===== config.mk =====
export PLATFORM = sky130hd
export DESIGN_NAME = receptor_pedidos
export DESIGN_NICKNAME = d
export VERILOG_FILES = /design/src/rtl/smart_cargo_pkg.sv /design/src/rtl/fila_pedidos.sv /design/src/rtl/receptor_pedidos.sv
export SDC_FILE = /design/constraint.sdc
export NUM_CORES = 1
export LEC_CHECK = 0
export BUFFER_PORTS_ARGS = -buffer_cell sky130_fd_sc_hd__buf_2
export CAP_MARGIN = 20
export CORE_ASPECT_RATIO = 1.75
export CORE_MARGIN = 4
export CORE_UTILIZATION = 55
export CTS_CLUSTER_DIAMETER = 100
export DETAILED_ROUTE_END_ITERATION = 7
export PLACE_DENSITY = 0.89
export SETUP_SLACK_MARGIN = 0.05
export SLEW_MARGIN = 20
export SYNTH_ARGS = -nofsm -noshare
export SYNTH_HDL_FRONTEND = slang
export SYNTH_SLANG_ARGS = --single-unit

===== constraint.sdc =====
create_clock -name clock -period 2.9 [get_ports clock]
set_input_delay 0.145 -clock clock [delete_from_list [all_inputs] [get_ports clock]]
set_output_delay 0.145 -clock clock [all_outputs]
set_load 0.005 [all_outputs]

===== src/rtl/smart_cargo_pkg.sv =====
// SmartCargo shared types: floor type, parser states, display codes and ASCII constants.
// Used by receptor_pedidos and fila_pedidos.
package smart_cargo_pkg;

    typedef logic [1:0] andar_t;

    localparam int ANDAR_MAX_PADRAO = 3;

    typedef enum logic [1:0] {
        ESPERA_ORIGEM  = 2'd0,
        ESPERA_DESTINO = 2'd1,
        ESPERA_FIM     = 2'd2
    } estado_t;

    localparam logic [3:0] DB_TIMEOUT = 4'd3;

    localparam logic [7:0] ASCII_ZERO = 8'h30;
    localparam logic [7:0] ASCII_FIM  = 8'h23;

    function automatic logic eh_andar(input logic [7:0] b, input int max);
        return (b >= ASCII_ZERO) && (b <= ASCII_ZERO + 8'(max));
    endfunction

endpackage


===== src/rtl/fila_pedidos.sv =====
// Synchronous first-word-fall-through FIFO for floor requests.
// A push while full is only dropped when no pop happens in the same cycle.
module fila_pedidos
    import smart_cargo_pkg::*;
#(
    parameter int PROFUNDIDADE = 4,
    parameter int LARGURA      = 4
) (
    input  logic               clock,
    input  logic               reset,
    input  logic               push,
    input  logic [LARGURA-1:0] dado_entrada,
    input  logic               pop,
    output logic [LARGURA-1:0] dado_saida,
    output logic               vazia,
    output logic               cheia,
    output logic               overflow
);

    localparam int PW = $clog2(PROFUNDIDADE);
    localparam logic [PW:0] OCUP_MAX = PROFUNDIDADE[PW:0];

    logic [LARGURA-1:0] mem [PROFUNDIDADE];
    logic [PW-1:0]      ptr_esc;
    logic [PW-1:0]      ptr_lei;
    logic [PW:0]        ocupacao;
    logic               pop_ef;
    logic               push_ef;

    assign vazia      = (ocupacao == '0);
    assign cheia      = (ocupacao == OCUP_MAX);
    assign pop_ef     = pop & ~vazia;
    assign push_ef    = push & (~cheia | pop_ef);
    assign overflow   = push & cheia & ~pop_ef;
    assign dado_saida = mem[ptr_lei];

    always_ff @(posedge clock) begin
        if (reset) begin
            ptr_esc  <= '0;
            ptr_lei  <= '0;
            ocupacao <= '0;
            for (int i = 0; i < PROFUNDIDADE; i++)
                mem[i] <= '0;
        end else begin
            if (push_ef) begin
                mem[ptr_esc] <= dado_entrada;
                ptr_esc      <= ptr_esc + 1'b1;
            end
            if (pop_ef)
                ptr_lei <= ptr_lei + 1'b1;
            case ({push_ef, pop_ef})
                2'b10:   ocupacao <= ocupacao + 1'b1;
                2'b01:   ocupacao <= ocupacao - 1'b1;
                default: ocupacao <= ocupacao;
            endcase
        end
    end

endmodule


===== src/rtl/receptor_pedidos.sv =====
// Parses UART bytes into origin/destination/'#' requests and queues them.
// Optional inter-byte timeout: define FRAME_TIMEOUT_EN.
module receptor_pedidos
    import smart_cargo_pkg::*;
#(
    parameter int PROFUNDIDADE   = 4,
    parameter int ANDAR_MAX      = ANDAR_MAX_PADRAO,
    parameter int TIMEOUT_CICLOS = 50_000_000
) (
    input  logic       clock,
    input  logic       reset,
    input  logic [7:0] rx_dado,
    input  logic       rx_pronto,
    output andar_t     pedido_origem,
    output andar_t     pedido_destino,
    output logic       pedido_valido,
    input  logic       pedido_aceito,
    output logic       fila_cheia,
    output logic       erro_quadro,
    output logic       fila_overflow,
    output logic [7:0] num_erros,
    output logic [3:0] db_estado
);

    if (PROFUNDIDADE < 2 || (PROFUNDIDADE & (PROFUNDIDADE - 1)) != 0
        || ANDAR_MAX > 3 || TIMEOUT_CICLOS < 2) begin : g_param_invalido
        $error("receptor_pedidos: invalid parameters");
    end

    estado_t    estado;
    estado_t    estado_ef;
    andar_t     origem;
    andar_t     destino;
    andar_t     andar_rx;
    logic       eh_digito;
    logic       eh_fim;
    logic       erro_byte;
    logic       erro_evento;
    logic       push;
    logic       overflow;
    logic       vazia;
    logic       expira;
    logic [3:0] cabeca;

`ifdef FRAME_TIMEOUT_EN
    localparam int TW = $clog2(TIMEOUT_CICLOS);
    localparam logic [TW-1:0] LIMITE = TW'(TIMEOUT_CICLOS - 1);

    logic [TW-1:0] temporizador;

    always_ff @(posedge clock) begin
        if (reset || rx_pronto || expira || estado == ESPERA_ORIGEM)
            temporizador <= '0;
        else
            temporizador <= temporizador + 1'b1;
    end

    assign expira = (estado != ESPERA_ORIGEM) && (temporizador == LIMITE);
`else
    assign expira = 1'b0;
`endif

    // An expired frame is dropped before this cycle's byte is decoded.
    assign estado_ef = expira ? ESPERA_ORIGEM : estado;

    assign eh_digito = eh_andar(rx_dado, ANDAR_MAX);
    assign eh_fim    = (rx_dado == ASCII_FIM);
    assign andar_rx  = andar_t'(rx_dado - ASCII_ZERO);
    assign push      = rx_pronto && (estado_ef == ESPERA_FIM) && eh_fim;

    always_comb begin
        erro_byte = 1'b0;
        if (rx_pronto) begin
            unique case (estado_ef)
                ESPERA_ORIGEM:  erro_byte = !eh_digito;
                ESPERA_DESTINO: erro_byte = !eh_digito || (andar_rx == origem);
                ESPERA_FIM:     erro_byte = !eh_fim;
                default:        erro_byte = 1'b1;
            endcase
        end
    end

    assign erro_evento = erro_byte | expira;

    always_ff @(posedge clock) begin
        if (reset) begin
            estado        <= ESPERA_ORIGEM;
            origem        <= '0;
            destino       <= '0;
            erro_quadro   <= 1'b0;
            fila_overflow <= 1'b0;
            num_erros     <= '0;
        end else begin
            erro_quadro   <= erro_evento;
            fila_overflow <= overflow;
            if ((erro_evento || overflow) && num_erros != 8'hFF)
                num_erros <= num_erros + 1'b1;
            if (!rx_pronto)
                estado <= estado_ef;
            else if (erro_byte)
                estado <= ESPERA_ORIGEM;
            else begin
                unique case (estado_ef)
                    ESPERA_ORIGEM: begin
                        origem <= andar_rx;
                        estado <= ESPERA_DESTINO;
                    end
                    ESPERA_DESTINO: begin
                        destino <= andar_rx;
                        estado  <= ESPERA_FIM;
                    end
                    default: estado <= ESPERA_ORIGEM;
                endcase
            end
        end
    end

    fila_pedidos #(
        .PROFUNDIDADE(PROFUNDIDADE),
        .LARGURA     (4)
    ) u_fila (
        .clock       (clock),
        .reset       (reset),
        .push        (push),
        .dado_entrada({origem, destino}),
        .pop         (pedido_aceito),
        .dado_saida  (cabeca),
        .vazia       (vazia),
        .cheia       (fila_cheia),
        .overflow    (overflow)
    );

    assign pedido_origem  = cabeca[3:2];
    assign pedido_destino = cabeca[1:0];
    assign pedido_valido  = ~vazia;
    assign db_estado      = expira ? DB_TIMEOUT : {2'b00, estado};

endmodule


==> results.py, run 1 <==
metrics = {
    "synth": {
        "yosys.area.top_type": "dfxtp_1",
        "synth_warnings": 0,
        "yosysTopAreaCellShare": 0.257,
        "synth-simple-area-share": 0.262,
        "syn_inst": 173,
        "synth_xor_area_frac": 0.0405,
        "synth_area_leaders": "dfxtp_1 (26%), edfxtp_1 (25%), mux4_2 (4.6%)",
        "avgSynthCellArea_um2": 11.3,
        "synth-seq-area-share": 0.504,
        "synth_compound_area_frac": 0.0405,
        "synth_top_family_by_area": "simple AND/OR/NAND/NOR gates",
        "synthAdderAreaFrac": 0.0231,
        "synthMuxAreaShare": 0.101,
        "ys_ff_latch": 41,
        "syn_area_mm2": 0.00195,
        "ys_types": 42,
    },
    "timing": {
        "setup_viol": 0,
        "max_freq_mhz": 418,
        "rsz0062_at_grt": "false",
        "tns_ns": 0,
        "finalCritPeriodShare": 0.825,
        "maxSlewHeadroom": 0.636,
        "tightestPinTransition_ns": 0.539,
        "drv_slew": 0,
        "fin_crit_ns": 2.39,
        "skew_ns": 0.00448,
        "report.final.hold_viol_count": 0,
        "timing.final.ws_setup_ns": 0.507,
    },
    "detailed_routing": {
        "drc": 0,
        "ant_nets": 0,
        "wl_per_cell_um": 13.7,
        "vias": 1312,
        "first_pass_iters": 4,
        "routed_wl_um": 3440,
        "via_per_inst": 5.23,
        "drt_iter0_drc": 13,
    },
    "power_and_ir_drop": {
        "p_total_mw": 1.10,
        "peakVddDrop_mv": 0.502,
        "p_leak_nw": 0.942,
        "powerDensity_mw_per_mm2": 491,
    },
    "global_route": {
        "grt_pass1_vias": 1288,
        "grt_overflow": 0,
        "grt_usage": 0.177,
        "antenna_found_initial": 0,
        "grt_pass1_wl_um": 5820,
        "grt_max_degree": 36,
    },
    "final_layout": {
        "diodes": 0,
        "drive_above_1_share": 0.311,
        "final_cell_mix": "buf_2 (29), dfxtp_1 (25), nor2_1 (21)",
        "syn2layout_area_growth_pct": 15.1,
        "layout_commonest_cell": "buf_2",
        "nets": 221,
    },
    "clock_tree": {
        "cts_made_buffers": 5,
        "clock-sinks": 41,
        "postCtsSetupRepairBufs": 0,
        "post_cts_resized": 0,
        "htreeDepth": 2,
        "clk_pin_slew_worst_paths_ns": 0.07,
        "cts_tree": "built",
        "cts_root_buf": "clkbuf_8",
        "hold_buffers": 0,
        "clock_path_buffers": 2,
        "clock_latency_ns": 0.29,
    },
    "worst_setup_path": {
        "arrival_ns": 2.61,
        "setup.worst_path.class": "flip-flop to flip-flop",
        "critPathRequiredTime_ns": 3.12,
        "end_kind": "flip-flop",
        "path_max_fanout": 4,
        "rr_worst_depth": 10,
        "worstSetupStartpointType": "flip-flop",
    },
    "hold_path": {
        "holdPathStages": 3,
        "min_path_type": "input pin to flip-flop",
    },
    "run_status": {
        "status": "finished clean",
    },
    "die": {
        "dieHeight_um": 86.7,
        "fp.dieArea_mm2": 0.00459,
        "start_util": 0.573,
        "die_w_um": 53.0,
        "rows": 28,
        "io_pins": 32,
        "core_area_mm2": 0.00340,
    },
    "placed_design": {
        "port_buffers": 29,
        "dp_hpwl_um": 2650,
        "pre_cts_slack_ns": 0.533,
        "gp_congestion": 0.762,
    },
    "run": {
        "maxCapViolCount": 0,
    },
}
metal layers:
layer / vias to the layer above / global-route usage / part of all wire
li1: 662 / - / -
met1: 622 / 0.168 / 0.35
met2: 21 / 0.338 / 0.60
met3: 7 / 0.0361 / 0.033
met4: 0 / 0.0837 / 0.021
met5: - / 0 / 0
kinds of logic (layout without fill, tap and decap cells):
logic type | count (synthesis) | in the layout
buffers and inverters | 12 | 44
and+or+nand+nor | 82 | 82
adders and majority gates | 3 | 3
DFF | 41 | 41
xor gates and xnor gates | 9 | 9
AOI/OAI and AO/OA | 11 | 11
other | 1 | 2
muxes | 14 | 14
layout make-up:
class	count	area, µm²
repair buffers	31	160
clock inverters	2	35.0
inverters	6	22.5
fillers	274	1160
multi-input cells	121	917
flip-flops and latches	41	981
clock buffers	5	68.8
well taps	45	56.3
critical path: stages, from the launching register on:
cell     delay, ns
dfxtp_1       0.36
nor3b_1       0.30
and2b_1       0.28
nor4b_1       0.10
inv_1         0.07
ha_1          0.19
inv_1         0.07
fa_1          0.37
xor2_1        0.15
or3_1         0.30
a21oi_1       0.14
flip-flops by register name, summed over array words and instances (netlist names), 2 cells and up, named ones only:
signal           cells
destino              2
estado               2
num_erros            8
origem               2
u_fila.mem          16
u_fila.ocupacao      3
u_fila.ptr_esc       2
u_fila.ptr_lei       2
power by group:
part           leakage [nW]  switching (mW)  internal [mW]
Sequential            0.361         0.00729          0.610
Clock                0.0540           0.178          0.250
Combinational         0.527          0.0304         0.0244
path summary, 6_finish.rpt:
kind                           start                  to  slack, ns
setup / recovery  u_fila.ocupacao[2]  u_fila.ocupacao[2]       0.51
setup reg to reg  u_fila.ocupacao[2]  u_fila.ocupacao[2]       0.51
hold reg to reg   u_fila.ocupacao[2]  u_fila.ocupacao[2]       0.51
hold / removal            rx_dado[0]          destino[0]       0.16
stage by stage:
stage,cell area (µm²),instances,hold slack [ns],utilization
2_1_floorplan,1950,174,0.289,-
3_3_place_gp,2140,244,0.433,0.629
3_5_place_dp,2140,244,0.446,0.629
4_1_cts,2240,251,0.153,0.659
5_1_grt,2240,251,0.149,0.659
6_report,2240,251,0.156,0.659
synth_stat cells:
library cell and count:
xnor2_1 3, nor3b_1 2, nand2_1 5, nand2b_1 2, or2_2 3, nor3b_4 1, a31o_2 2, nor4b_1 2
mux2i_1 5, conb_1 1, inv_1 6, and3_1 3, dfxtp_1 25, and2_1 13, and4b_1 1, fa_1 1
and2_2 4, nor2b_1 6, nor3_1 3, mux2_2 5, nand4_1 2, nor2_1 21, xor2_1 6, and3b_2 2
nor3_2 1, edfxtp_1 16, a21oi_4 1, o21ai_0 1, mux4_2 4, clkbuf_1 4, and4_1 1, and3b_1 2
a21oi_1 6, ha_1 2, or4_4 1, and2b_1 1, nor3_4 1, nand3_1 2, or3_1 2, or3b_4 1
a41o_1 1, buf_4 2
Power figures use the tool's default switching activity.
==> inputs of run 2 (changes only) <==
CORE_UTILIZATION = 50   (was 55)
PLACE_DENSITY = 0.86   (was 0.89)
clock period = 2 ns   (was 2.9 ns; I/O delays follow)
==> run 2 against run 1 <==
Compared with the run above: the run now ends with setup timing left; routed wire length rose by 20%; clock power rose by 87%; setup slack got worse by 0.59 ns; power rose by 62%; non-clock buffer count rose by 24; critical path type unchanged.
==> results.py, run 2 (synthesized netlist as in run 1, its figures left out) <==
metrics = {
    "run_status": {
        "status": "finished with violations",
        "violations": "setup timing",
    },
    "final_layout": {
        "largestRegisters": "u_fila.mem (16), num_erros (8), u_fila.ocupacao (3)",
        "nets": 245,
        "regMostFlops": "u_fila.mem",
        "final_cell_mix": "buf_2 (29), dfxtp_1 (22), buf_4 (22)",
        "fin_util": 0.689,
        "fin_area_mm2": 0.00255,
        "syn2layout_area_growth_pct": 30.9,
        "layout_commonest_cell": "buf_2",
        "diodes": 0,
        "drive_above_1_share": 0.476,
        "largest_reg_flops": 16,
        "fillers": 283,
    },
    "worst_setup_path": {
        "setup.worst_path.class": "flip-flop to flip-flop",
        "worstReg2RegStart": "u_fila.ocupacao[0]",
        "worstSetupStartpointType": "flip-flop",
        "rr_worst_depth": 10,
        "arrival_ns": 2.31,
        "r2r_end": "u_fila.ocupacao[2]",
        "path_max_fanout": 3,
        "r2r_setup_slack_ns": -0.08,
        "end_kind": "flip-flop",
        "critPathRequiredTime_ns": 2.23,
    },
    "clock_tree": {
        "htreeDepth": 2,
        "clock_path_buffers": 2,
        "cts_made_buffers": 5,
        "clock-sinks": 41,
        "hold_buffers": 0,
        "clock_latency_ns": 0.30,
        "clk_pin_slew_worst_paths_ns": 0.08,
        "cts_root_buf": "clkbuf_8",
        "cts_tree": "built",
    },
    "detailed_routing": {
        "ant_nets": 0,
        "via_per_inst": 5.23,
        "drc": 0,
        "first_pass_iters": 4,
        "drt_iter0_drc": 25,
        "wl_per_cell_um": 14.9,
        "vias": 1450,
        "routed_wl_um": 4140,
    },
    "power_and_ir_drop": {
        "internal-power_mw": 1.43,
        "p_total_mw": 1.78,
        "p_leak_nw": 1.10,
        "powerDensity_mw_per_mm2": 700,
        "clkPwrFrac": 0.448,
        "p_seq_frac": 0.500,
        "netSwitchingFraction": 0.199,
        "power_frac_comb": 0.052,
        "peakVddDrop_mv": 0.656,
        "p_sw_mw": 0.356,
    },
    "global_route": {
        "grt_pass1_wl_um": 6910,
        "grt_overflow": 0,
        "grt_usage": 0.196,
        "grt_pass1_vias": 1545,
        "grt_max_degree": 23,
        "antenna_found_initial": 0,
    },
    "placed_design": {
        "dp_hpwl_um": 3090,
        "pre_cts_slack_ns": -0.114,
        "port_buffers": 29,
        "gp_congestion": 0.815,
        "dpl-instance-area_mm2": 0.00233,
    },
    "hold_path": {
        "hold_end": "u_fila.ocupacao[1]",
        "min_path_type": "input pin to flip-flop",
        "hold_start": "reset",
        "holdPathStages": 2,
    },
    "die": {
        "dieHeight_um": 90.5,
        "die_w_um": 55.2,
        "fp.dieArea_mm2": 0.00500,
        "io_pins": 32,
        "core_area_mm2": 0.00370,
        "rows": 29,
        "start_util": 0.526,
    },
    "timing": {
        "max_freq_mhz": 480,
        "hold_ws_ns": 0.131,
        "fin_crit_ns": 2.08,
        "drv_slew": 0,
        "setup_viol": 6,
        "skew_ns": 0.00417,
        "rsz0062_at_grt": "true",
        "report.final.hold_viol_count": 0,
        "finalCritPeriodShare": 1.04,
        "timing.final.ws_setup_ns": -0.0842,
    },
    "run": {
        "maxCapViolCount": 0,
    },
}
[run 2: cell types whose count changed in the layout (fill, tap and decap cells not counted), moves of 2 or more]
cell,before,now
and2_1,13,6
and2_4,0,7
buf_4,2,22
buf_6,0,4
dfxtp_1,25,22
dfxtp_2,0,3
nor4b_1,2,0
or2_2,3,0
or2_4,0,3
[run 2: worst max-delay path: stages, from the launching register on]
cell and delay [ns]:
dfxtp_1 0.33, nor3b_2 0.20, and2b_2 0.22, nor4b_4 0.06, inv_1 0.07, ha_2 0.18, inv_2 0.04, fa_2 0.32
xor2_1 0.16, or3_1 0.33, a21oi_1 0.12
[run 2: cell type report]
class | count | area [µm²] | area share
clock buffer | 5 | 68.8 | 0.0270
inverter | 6 | 22.5 | 0.00884
clock inverter | 3 | 68.8 | 0.0270
timing repair buffer | 55 | 355 | 0.139
tap | 46 | 57.6 | 0.0226
sequential | 41 | 985 | 0.386
multi-input combinational | 121 | 991 | 0.389
[run 2: stage by stage]
stage,setup TNS (ns),cells
finish,-0.153,277
global route,-0.902,277
CTS,-0.173,277
detailed placement,-0.726,266
global placement,-0.122,266
floorplan,-0.0414,174
[run 2: how the worst max path moves through the flow]
stage / start / end / slack, ns / cells after the start
after detailed placement: rx_dado[2] / u_fila.ocupacao[2] / -0.11 / 11
after global placement: rx_dado[2] / u_fila.ocupacao[2] / -0.04 / 11
after floorplan: estado[0] / u_fila.ocupacao[2] / -0.04 / 10
final: u_fila.ocupacao[0] / u_fila.ocupacao[2] / -0.08 / 10
after global routing: u_fila.ocupacao[0] / u_fila.ocupacao[2] / -0.22 / 10
after CTS: estado[0] / u_fila.ocupacao[2] / -0.08 / 10
[run 2: layer usage]
layer | share of wire | vias to the layer above | GRT usage
li1 | - | 708 | -
met1 | 0.32 | 692 | 0.177
met2 | 0.60 | 38 | 0.361
met3 | 0.039 | 12 | 0.0463
met4 | 0.036 | 0 | 0.105
met5 | 0 | - | 0
[run 2: what timing repair did]
item                       4_1_cts  5_1_grt
pin swaps                        7        8
resized for setup                6       14
setup buffers                    3        0
setup endpoints to repair       14       28
[run 2: power groups by stage]
stage | Clock (mW) | Combinational, mW | Sequential (mW)
after global routing | 0.852 | 0.104 | 0.895
after CTS | 0.806 | 0.0923 | 0.893
final | 0.800 | 0.0927 | 0.892
after global placement | 0 | 0.0866 | 0.911
after floorplan | 0 | 0.0498 | 0.910
after detailed placement | 0 | 0.0896 | 0.912
